<file path="src/rtl/cpu_types_pkg.sv">
// Shared CPU pipeline types: machine word, fetch FSM states and the IF/ID register layout.
package cpu_types_pkg;

  typedef logic [31:0] word_t;

  localparam word_t NOP_INSTR = 32'h0000_0000;

  typedef enum logic [1:0] {
    FETCH    = 2'd0,
    HOLD     = 2'd1,
    REDIRECT = 2'd2,
    HALTED   = 2'd3
  } fetch_state_t;

  typedef struct packed {
    logic  valid;
    word_t instr;
    word_t pc4;
  } ifid_t;

  // Wraps modulo 2^32 so the last word of the address space returns 0.
  function automatic word_t pc_plus4(word_t pc);
    return pc + word_t'(4);
  endfunction

endpackage

</file>
<file path="src/rtl/fetch_unit_if.sv">
// Fetch-stage bus: PC unit, instruction memory, hazard controls and IF/ID outputs.
interface fetch_unit_if #(
  parameter int WORD_W = 32
);

  logic              pc_enable;
  logic [WORD_W-1:0] pc;
  logic              imemREN;
  logic [WORD_W-1:0] imemaddr;
  logic              ihit;
  logic [WORD_W-1:0] iload;
  logic              stall;
  logic              flush;
  logic              halt;
  logic              ifid_valid;
  logic [WORD_W-1:0] ifid_instr;
  logic [WORD_W-1:0] ifid_pc4;
  logic              skid_full;

  // master: the fetch unit, which issues memory reads and owns IF/ID
  modport master (
    input  pc, ihit, iload, stall, flush, halt,
    output pc_enable, imemREN, imemaddr,
    output ifid_valid, ifid_instr, ifid_pc4, skid_full
  );

  // slave: PC unit, instruction memory and hazard logic around it
  modport slave (
    output pc, ihit, iload, stall, flush, halt,
    input  pc_enable, imemREN, imemaddr,
    input  ifid_valid, ifid_instr, ifid_pc4, skid_full
  );

endinterface

</file>
<file path="src/rtl/ifid_skid.sv">
// One-entry skid register holding an instruction fetched while decode was stalled.
module ifid_skid
  import cpu_types_pkg::*;
(
  input  logic  CLK,
  input  logic  RST,
  input  logic  load_i,
  input  logic  drain_i,
  input  logic  clear_i,
  input  word_t instr_i,
  input  word_t pc4_i,
  output logic  full_o,
  output word_t instr_o,
  output word_t pc4_o
);

  logic  full_q, full_d;
  word_t instr_q, instr_d;
  word_t pc4_q, pc4_d;

  // clear (flush/halt) wins over a same-cycle load or drain
  always_comb begin
    full_d  = full_q;
    instr_d = instr_q;
    pc4_d   = pc4_q;
    if (clear_i) begin
      full_d = 1'b0;
    end else if (load_i) begin
      full_d  = 1'b1;
      instr_d = instr_i;
      pc4_d   = pc4_i;
    end else if (drain_i) begin
      full_d = 1'b0;
    end
  end

  always_ff @(posedge CLK or posedge RST) begin
    if (RST) begin
      full_q  <= 1'b0;
      instr_q <= NOP_INSTR;
      pc4_q   <= '0;
    end else begin
      full_q  <= full_d;
      instr_q <= instr_d;
      pc4_q   <= pc4_d;
    end
  end

  assign full_o  = full_q;
  assign instr_o = instr_q;
  assign pc4_o   = pc4_q;

endmodule

</file>
<file path="src/rtl/fetch_unit.sv">
// Instruction-fetch stage: reads imem at pc, fills IF/ID, absorbs stalls via a skid entry.
//
// state    | meaning
// FETCH    | imem read active, capture on ihit
// HOLD     | one instruction parked in skid, waiting for stall to drop
// REDIRECT | one idle cycle after flush so imem sees the new pc
// HALTED   | fetching stopped until reset
module fetch_unit #(
  parameter int                WORD_W    = 32,
  parameter logic [WORD_W-1:0] NOP_INSTR = cpu_types_pkg::NOP_INSTR
) (
  input logic         CLK,
  input logic         RST,
  fetch_unit_if.master bus
);

  import cpu_types_pkg::*;

  fetch_state_t state_q, state_d;
  ifid_t        ifid_q, ifid_d;
  ifid_t        bubble;
  word_t        pc4;
  logic         pc_en;
  logic         skid_load, skid_drain, skid_clear, skid_full;
  word_t        skid_instr, skid_pc4;

  assign pc4    = pc_plus4(bus.pc);
  assign bubble = '{valid: 1'b0, instr: NOP_INSTR, pc4: ifid_q.pc4};

  always_comb begin
    state_d    = state_q;
    ifid_d     = ifid_q;
    pc_en      = 1'b0;
    skid_load  = 1'b0;
    skid_drain = 1'b0;
    skid_clear = 1'b0;
    if (state_q != HALTED) begin
      if (bus.halt) begin
        state_d    = HALTED;
        ifid_d     = bubble;
        skid_clear = 1'b1;
      end else if (bus.flush) begin
        // pc_enable lets the PC unit load the redirect target this cycle
        state_d    = REDIRECT;
        ifid_d     = bubble;
        skid_clear = 1'b1;
        pc_en      = 1'b1;
      end else begin
        unique case (state_q)
          FETCH: begin
            if (bus.ihit && !bus.stall) begin
              ifid_d = '{valid: 1'b1, instr: bus.iload, pc4: pc4};
              pc_en  = 1'b1;
            end else if (bus.ihit) begin
              skid_load = 1'b1;
              pc_en     = 1'b1;
              state_d   = HOLD;
            end else if (!bus.stall) begin
              ifid_d = bubble;
            end
          end
          HOLD: begin
            // PC already advanced when the skid entry was captured
            if (!bus.stall) begin
              ifid_d     = '{valid: 1'b1, instr: skid_instr, pc4: skid_pc4};
              skid_drain = 1'b1;
              state_d    = FETCH;
            end
          end
          REDIRECT: state_d = FETCH;
          default:  state_d = state_q;
        endcase
      end
    end
  end

  always_ff @(posedge CLK or posedge RST) begin
    if (RST) begin
      state_q <= FETCH;
      ifid_q  <= '{valid: 1'b0, instr: NOP_INSTR, pc4: '0};
    end else begin
      state_q <= state_d;
      ifid_q  <= ifid_d;
    end
  end

  ifid_skid u_skid (
    .CLK     (CLK),
    .RST     (RST),
    .load_i  (skid_load),
    .drain_i (skid_drain),
    .clear_i (skid_clear),
    .instr_i (bus.iload),
    .pc4_i   (pc4),
    .full_o  (skid_full),
    .instr_o (skid_instr),
    .pc4_o   (skid_pc4)
  );

  assign bus.pc_enable  = pc_en && !RST;
  assign bus.imemREN    = (state_q == FETCH) && !RST;
  assign bus.imemaddr   = bus.pc;
  assign bus.ifid_valid = ifid_q.valid;
  assign bus.ifid_instr = ifid_q.instr;
  assign bus.ifid_pc4   = ifid_q.pc4;
  assign bus.skid_full  = skid_full;

endmodule

</file>
<file path="src/flat_wrapper.sv">
// flat-port wrapper written by rule: the top's interface ports become plain ports
module fetch_unit_flat import cpu_types_pkg::*;
#(
  parameter int                WORD_W    = 32,
  parameter logic [WORD_W-1:0] NOP_INSTR = cpu_types_pkg::NOP_INSTR
)
  (CLK, RST, bus_pc, bus_ihit, bus_iload, bus_stall, bus_flush, bus_halt, bus_pc_enable, bus_imemREN, bus_imemaddr, bus_ifid_valid, bus_ifid_instr, bus_ifid_pc4, bus_skid_full);
  fetch_unit_if #(.WORD_W(WORD_W)) bus_i ();
  input logic CLK;
  input logic RST;
  input wire logic [$bits(bus_i.pc)-1:0] bus_pc;
  input wire logic [$bits(bus_i.ihit)-1:0] bus_ihit;
  input wire logic [$bits(bus_i.iload)-1:0] bus_iload;
  input wire logic [$bits(bus_i.stall)-1:0] bus_stall;
  input wire logic [$bits(bus_i.flush)-1:0] bus_flush;
  input wire logic [$bits(bus_i.halt)-1:0] bus_halt;
  output wire logic [$bits(bus_i.pc_enable)-1:0] bus_pc_enable;
  output wire logic [$bits(bus_i.imemREN)-1:0] bus_imemREN;
  output wire logic [$bits(bus_i.imemaddr)-1:0] bus_imemaddr;
  output wire logic [$bits(bus_i.ifid_valid)-1:0] bus_ifid_valid;
  output wire logic [$bits(bus_i.ifid_instr)-1:0] bus_ifid_instr;
  output wire logic [$bits(bus_i.ifid_pc4)-1:0] bus_ifid_pc4;
  output wire logic [$bits(bus_i.skid_full)-1:0] bus_skid_full;
  assign bus_i.pc = bus_pc;
  assign bus_i.ihit = bus_ihit;
  assign bus_i.iload = bus_iload;
  assign bus_i.stall = bus_stall;
  assign bus_i.flush = bus_flush;
  assign bus_i.halt = bus_halt;
  assign bus_pc_enable = bus_i.pc_enable;
  assign bus_imemREN = bus_i.imemREN;
  assign bus_imemaddr = bus_i.imemaddr;
  assign bus_ifid_valid = bus_i.ifid_valid;
  assign bus_ifid_instr = bus_i.ifid_instr;
  assign bus_ifid_pc4 = bus_i.ifid_pc4;
  assign bus_skid_full = bus_i.skid_full;
  fetch_unit #(.WORD_W(WORD_W), .NOP_INSTR(NOP_INSTR)) u_core (.CLK(CLK), .RST(RST), .bus(bus_i));
endmodule
</file>
<file path="config.mk">
export PLATFORM = sky130hd
export DESIGN_NAME = fetch_unit_flat
export DESIGN_NICKNAME = d
export VERILOG_FILES = /design/src/rtl/cpu_types_pkg.sv /design/src/rtl/fetch_unit_if.sv /design/src/rtl/ifid_skid.sv /design/src/rtl/fetch_unit.sv /design/src/flat_wrapper.sv
export SDC_FILE = /design/constraint.sdc
export NUM_CORES = 1
export LEC_CHECK = 0
export BUFFER_PORTS_ARGS = -buffer_cell sky130_fd_sc_hd__buf_2
export CORE_UTILIZATION = 53
export CTS_CLUSTER_SIZE = 24
export DETAILED_ROUTE_END_ITERATION = 6
export GPL_TIMING_DRIVEN = 1
export PLACE_DENSITY_LB_ADDON = 0.15
export SLEW_MARGIN = 0
export SYNTH_ARGS = -nofsm -noshare
export SYNTH_HDL_FRONTEND = slang
export SYNTH_SLANG_ARGS = --single-unit
</file>
<file path="constraint.sdc">
create_clock -name CLK -period 5.8 [get_ports CLK]
set_input_delay 0.87 -clock CLK [delete_from_list [all_inputs] [get_ports CLK]]
set_output_delay 0.87 -clock CLK [all_outputs]
set_load 0.03 [all_outputs]
</file>
Word level (Yosys, flattened, before mapping)
Cells that the tools add are included.
{ "word_totals": {"reg_bits": 132, "in_bits": 70, "out_inout_bits": 100, "word_cells": 70} }
{ "classes": {"add_sub_neg": 1, "eq_ne": 10, "mux": 35, "n_bitwise": 3, "n_reduce_logical": 14} }
{ "op_table": {"columns": ["op", "count"], "rows": [
  ["2-to-1 mux 65 bit", 6],
  ["case mux 65 bit (2 select lines)", 1],
  ["adder 32 x 3 -> 32 bit, second input constant", 1],
  ["2-to-1 mux 1 bit", 22],
  ["!= test 4 bit, second input constant", 3],
  ["2-to-1 mux 2 bit", 5],
  ["!= test 5 x 4 -> 1 bit, second input constant", 2],
  ["AND reduction 5 bit", 2],
  ["case mux 2 bit (3 select lines)", 1],
  ["AND reduction 6 bit", 1],
  ["nonzero test 5 bit", 1],
  ["!= test 2 bit, second input constant", 2],
  ["nonzero test 4 bit", 1],
  ["logical AND 1 bit", 3],
  ["inverter 1 bit", 3],
  ["nonzero test 3 bit", 1],
  ["== test 2 x 1 -> 1 bit, second input constant", 1],
  ["== test 2 bit, second input constant", 1],
  ["logical NOT 1 bit", 2],
  ["logical NOT 2 bit", 1],
  ["!= test 2 x 1 -> 1 bit, second input constant", 1],
  ["AND reduction 2 bit", 1],
  ["nonzero test 2 bit", 1]
]} }

Longest topological paths before layout
{ "logic_depth": {"ltp_word": 9, "ltp_mapped": 11, "mapped_depth_nobuf": 7} }

Hierarchy
A second synthesis with hierarchy kept.
{ "unflattened": {"hier_cells": 595, "area_unflattened_um2": 6841.6} }
{ "modules_own_cells": {"columns": ["module", "instances", "cells_per_inst", "area_each_um2", "seq_area_each_um2"], "rows": [
  ["fetch_unit", 1, 454, 4096.4, 1676.6],
  ["ifid_skid", 1, 141, 2745.1, 1626.6]
]} }

Worst setup path after synthesis
OpenSTA, ideal clock, no wires.
{ "synth_path": {"path_type": "input port to output port", "from": "input bus_halt", "to": "output bus_pc_enable", "arrival_ns": 1.861, "required_time_ns": 4.930, "setup_slack_ns": 3.069, "path_stages": 1, "n_path_buf": 0, "path_cell_list": "nor4_1"} }
{ "synth_between": {"elab_chain_cells": 3} }
{ "synth_lines": {"columns": ["element", "line_no", "text"], "rows": [
  ["start: declaration", "flat_wrapper.sv:16", "input wire logic [$bits(bus_i.halt)-1:0] bus_halt;"],
  ["2-to-1 mux 1 bit", "fetch_unit.sv:38", "if (bus.halt) begin"],
  ["2-to-1 mux 1 bit", "fetch_unit.sv:37", "if (state_q != HALTED) begin"],
  ["logical AND 1 bit", "fetch_unit.sv:100", "assign bus.pc_enable = pc_en && !RST;"],
  ["end: declaration", "flat_wrapper.sv:17", "output wire logic [$bits(bus_i.pc_enable)-1:0] bus_pc_enable;"]
]} }
Every way passes these cells.

Worst setup path in the final report
{ "layout_path": {"from": "register u_core.state_q[1]", "to": "register u_core.ifid_q (netlist bit u_core.bus.ifid_pc4[17])"} }
{ "layout_between": {"elab_chain_cells": 3, "elab_cells_between_ends": 8, "cone_classes": "eq/ne (4); mux (1); reduce/logical (3)"} }
{ "layout_lines": {"columns": ["element", "line_no", "text"], "rows": [
  ["start: declaration", "fetch_unit.sv:19", "fetch_state_t state_q, state_d;"],
  ["start signal: assignment", "fetch_unit.sv:82", "state_q <= state_d;"],
  ["== test 2 x 1 -> 1 bit or logical NOT 2 bit (tied branches)", "fetch_unit.sv:49", "unique case (state_q)"],
  ["!= test 2 bit (no line) (tied with other cells)", null, null],
  ["AND reduction 6 bit (no line)", null, null],
  ["end signal: assignment", "fetch_unit.sv:80", "ifid_q <= '{valid: 1'b0, instr: NOP_INSTR, pc4: '0};"],
  ["end signal: assignment", "fetch_unit.sv:83", "ifid_q <= ifid_d;"],
  ["end: declaration", "fetch_unit.sv:20", "ifid_t ifid_q, ifid_d;"]
]} }
Parallel ways exist; a longest one is shown, timed or not.
A chain may end at the register's enable or synchronous reset.

==> results.yml <==
worst_setup_path:
  cp_max_fo: 35
  worstSetupPathType: "flip-flop to flip-flop"
  cp.required_ns: 6.13
  reg2reg_to: "u_core.bus.ifid_pc4[17]$_DFFE_PP0P_"
  r2r-start: "u_core.state_q[1]$_DFFE_PP0P_"
  critPathLaunchType: "flip-flop"
  r2r_slack_ns: 2.41
  crit_path_end_kind: "flip-flop"
  cp.arrival_ns: 3.72
  reg2reg_depth: 8
pwr:
  powerDensity_nw_per_um2: 447
  leakagePower_nw: 3.75
  ir_drop_mv: 0.246
global_routing:
  antenna_found_initial: 0
  grt_max_degree: 81
  grt-ovfl-total: 0
  grt_pass1_vias: 5291
  grt_pass1_wl_um: 26200
  grt_use_total_pct: 27.1
finish:
  diodes: 0
  design_area_um2: 7550
  syn_to_final_growth_pct: 19.3
  drive_gt1_share_pct: 24.9
  nets: 909
floorplanning:
  io_pins: 170
  core.rowCount: 39
  core_region_area_um2: 11500
  initial_utilization_pct: 55.0
  die_y_um: 111
  die_w_um: 111
  dieArea_um2: 12400
sta:
  fin_crit_sh_pct: 58.5
  setup_viol: 0
  final_hold_viol_count: 0
  finClkSkew_ns: 0.00523
  tightest_slew_ns: 1.26
  whs_ns: 0.473
  setup_tns_ns: 0
  max_clock_freq_mhz: 295
  slew_headroom_pct: 15.6
  min_period_ns: 3.39
  maxSlewViolCount: 0
  rsz0062_at_grt: "no"
placed_design:
  place.gp.congestion: 0.856
  numPortBuffers: 169
  placed_area_um2: 7010
  dp_hpwl_um: 10600
clock_tree:
  insertion_delay_ns: 0.42
  cts_made_buffers: 17
  clk_path_buf_depth: 2
  cts.clk_slew.worst_paths_ns: 0.05
  h-tree-depth: 4
  cts_tree: "yes"
  clkSinkCount: 132
  cts-resized-gates: 0
  postCtsHoldBufs: 0
  post-cts-setup-buffers: 0
  cts_root_buf: "clkbuf_16"
min_path:
  hp-class: "flip-flop to flip-flop"
  hold_path_end: "u_core.bus.ifid_instr[14]$_DFFE_PP0P_"
  hold_depth: 2
  hp-start: "u_core.bus.ifid_instr[14]$_DFFE_PP0P_"
routing:
  wire_per_inst_um: 16.1
  num_vias: 5636
  drtIter0Drc: 463
  drt-vias-per-instance: 5.70
  antenna_violating_nets_post_route: 0
  drc: 20
  dr.pass1.iters: 7
  drt-total-wl_um: 15900
outcome:
  failed_checks: "design-rule violations"
  outcome: "finished with violations"
yosys:
  seq_area_frac_synth_pct: 52.2
  synthCells: 717
  netlist_area_um2: 6330
  syn-num-nets: 791
  yosys_warnings: 0
  synth_cell_types: 38
  ys_ff_latch: 132
  synth_area_per_cell_um2: 8.83
flow_run:
  cap_violations: 0
[layer usage]
metal / vias up / track usage [%] / routed length, µm
li1: 2667 / - / -
met1: 2723 / 35.8 / 7030
met2: 217 / 43.5 / 7680
met3: 29 / 5.69 / 917
met4: 0 / 10.9 / 324
met5: - / 0 / 0
[synth_stat cells]
master | number | share of area, %
nand2_1 | 193 | 11
dfrtp_1 | 132 | 52
o21ai_0 | 53 | 4.2
nor2_1 | 47 | 2.8
clkbuf_1 | 37 | 2.2
a22oi_1 | 32 | 3.8
buf_4 | 32 | 3.8
nand3_1 | 21 | 1.7
a21oi_1 | 20 | 1.6
o21ai_1 | 18 | 1.4
nor3_1 | 17 | 1.3
xnor2_1 | 13 | 1.8
o211ai_1 | 12 | 1.4
inv_1 | 8 | 0.47
nand4_1 | 8 | 0.79
nor4_1 | 7 | 0.69
xor2_1 | 7 | 0.97
a221oi_1 | 6 | 0.83
and3_1 | 5 | 0.49
buf_2 | 5 | 0.40
o21a_1 | 5 | 0.59
a2bb2oi_1 | 4 | 0.55
and4_1 | 4 | 0.55
ha_1 | 4 | 0.79
a21o_1 | 3 | 0.36
o31a_1 | 3 | 0.42
or3_1 | 3 | 0.30
or4_1 | 3 | 0.36
a21oi_2 | 2 | 0.28
a31oi_1 | 2 | 0.20
buf_1 | 2 | 0.12
nand2b_1 | 2 | 0.20
nor4_2 | 2 | 0.40
and2_1 | 1 | 0.099
nand4_2 | 1 | 0.20
nor2b_1 | 1 | 0.099
o21bai_1 | 1 | 0.12
or2_2 | 1 | 0.099
[how the worst max path moves through the flow]
stage | startpoint | end | slack [ns]
final | u_core.state_q[1]$_DFFE_PP0P_ | u_core.bus.ifid_pc4[17]$_DFFE_PP0P_ | 2.41
after detailed placement | bus_stall | u_core.bus.ifid_pc4[24]$_DFFE_PP0P_ | 2.14
after global placement | bus_stall | u_core.bus.ifid_pc4[31]$_DFFE_PP0P_ | 2.27
after floorplan | RST | u_core.bus.ifid_instr[0]$_DFFE_PP0P_ | 1.40
after global routing | u_core.state_q[0]$_DFFE_PP0P_ | u_core.bus.ifid_pc4[17]$_DFFE_PP0P_ | 2.12
after CTS | u_core.state_q[0]$_DFFE_PP0P_ | u_core.bus.ifid_pc4[17]$_DFFE_PP0P_ | 2.43
[per-stage QoR]
step | setup WS, ns | cells | power, mW | util [%]
final | 2.41 | 989 | 3.38 | 65.6
after global routing | 2.12 | 989 | 3.56 | 65.6
after floorplan | 1.40 | 717 | 2.08 | -
after global placement | 2.27 | 959 | 2.35 | 60.8
after detailed placement | 2.14 | 959 | 2.39 | 60.8
after CTS | 2.43 | 989 | 3.39 | 65.6
[worst max-delay path, stage by stage, from the launching register on]
cell and delay [ns]:
dfrtp_1 0.39, inv_1 0.08, ha_1 0.32, o21bai_1 0.11
or4_1 0.91, a21oi_2 0.58, buf_4 0.35, nand2_1 0.26
o211ai_1 0.26
[report_power, final]
part	switching (mW)	internal (mW)
Clock	0.370	0.626
Combinational	0.682	0.300
Sequential	0.175	1.23
Total	1.23	2.15
[final cells by class]
cell class	count	area [µm²]
sequential	132	3300
inverter	8	32.5
fill	986	3960
clock inverter	5	50.0
clock buffer	25	495
timing repair buffer	175	891
multi-input combinational	501	2600
tap	143	179
[cell usage in the layout, fill, tap and decap left out, types with 4 or more instances in the layout]
| master | count |
|---|---|
| buf_4 | 6 |
| nor2_1 | 47 |
| o21ai_1 | 18 |
| dfrtp_1 | 132 |
| a2bb2oi_1 | 4 |
| nor4_1 | 7 |
| o211ai_1 | 12 |
| clkbuf_16 | 17 |
| o21ai_0 | 53 |
| nor3_1 | 16 |
| a221oi_1 | 6 |
| clkinv_2 | 4 |
| a22oi_1 | 32 |
| a21oi_1 | 20 |
| buf_2 | 169 |
| clkbuf_8 | 4 |
| xor2_1 | 7 |
| and3_1 | 5 |
| inv_1 | 7 |
| and4_1 | 4 |
| nand3_1 | 21 |
| clkbuf_1 | 4 |
| nand2_1 | 193 |
| o21a_1 | 5 |
| nand4_1 | 8 |
| xnor2_1 | 13 |
[registers in the layout (all words and copies together) (netlist names)]
register / flops
u_core.bus.ifid_instr: 32
u_core.bus.ifid_pc4: 32
u_core.u_skid.instr_o: 32
u_core.u_skid.pc4_o: 32
u_core.state_q: 2
u_core.bus.ifid_valid: 1
u_core.u_skid.full_o: 1
[cells by family (layout without fill, tap and decap cells)]
kind of cell               Yosys count  in the layout  share of synthesized area [%]
and+or+nand+nor                    316            316                           21.5
AOI/OAI and AO/OA                  161            161                           15.8
DFF                                132            132                           52.2
buffers and inverters               84            213                           6.98
xor gates and xnor gates            20             20                           2.77
adders and majority gates            4              4                          0.791
No activity file was read; power rests on OpenSTA's default activity.
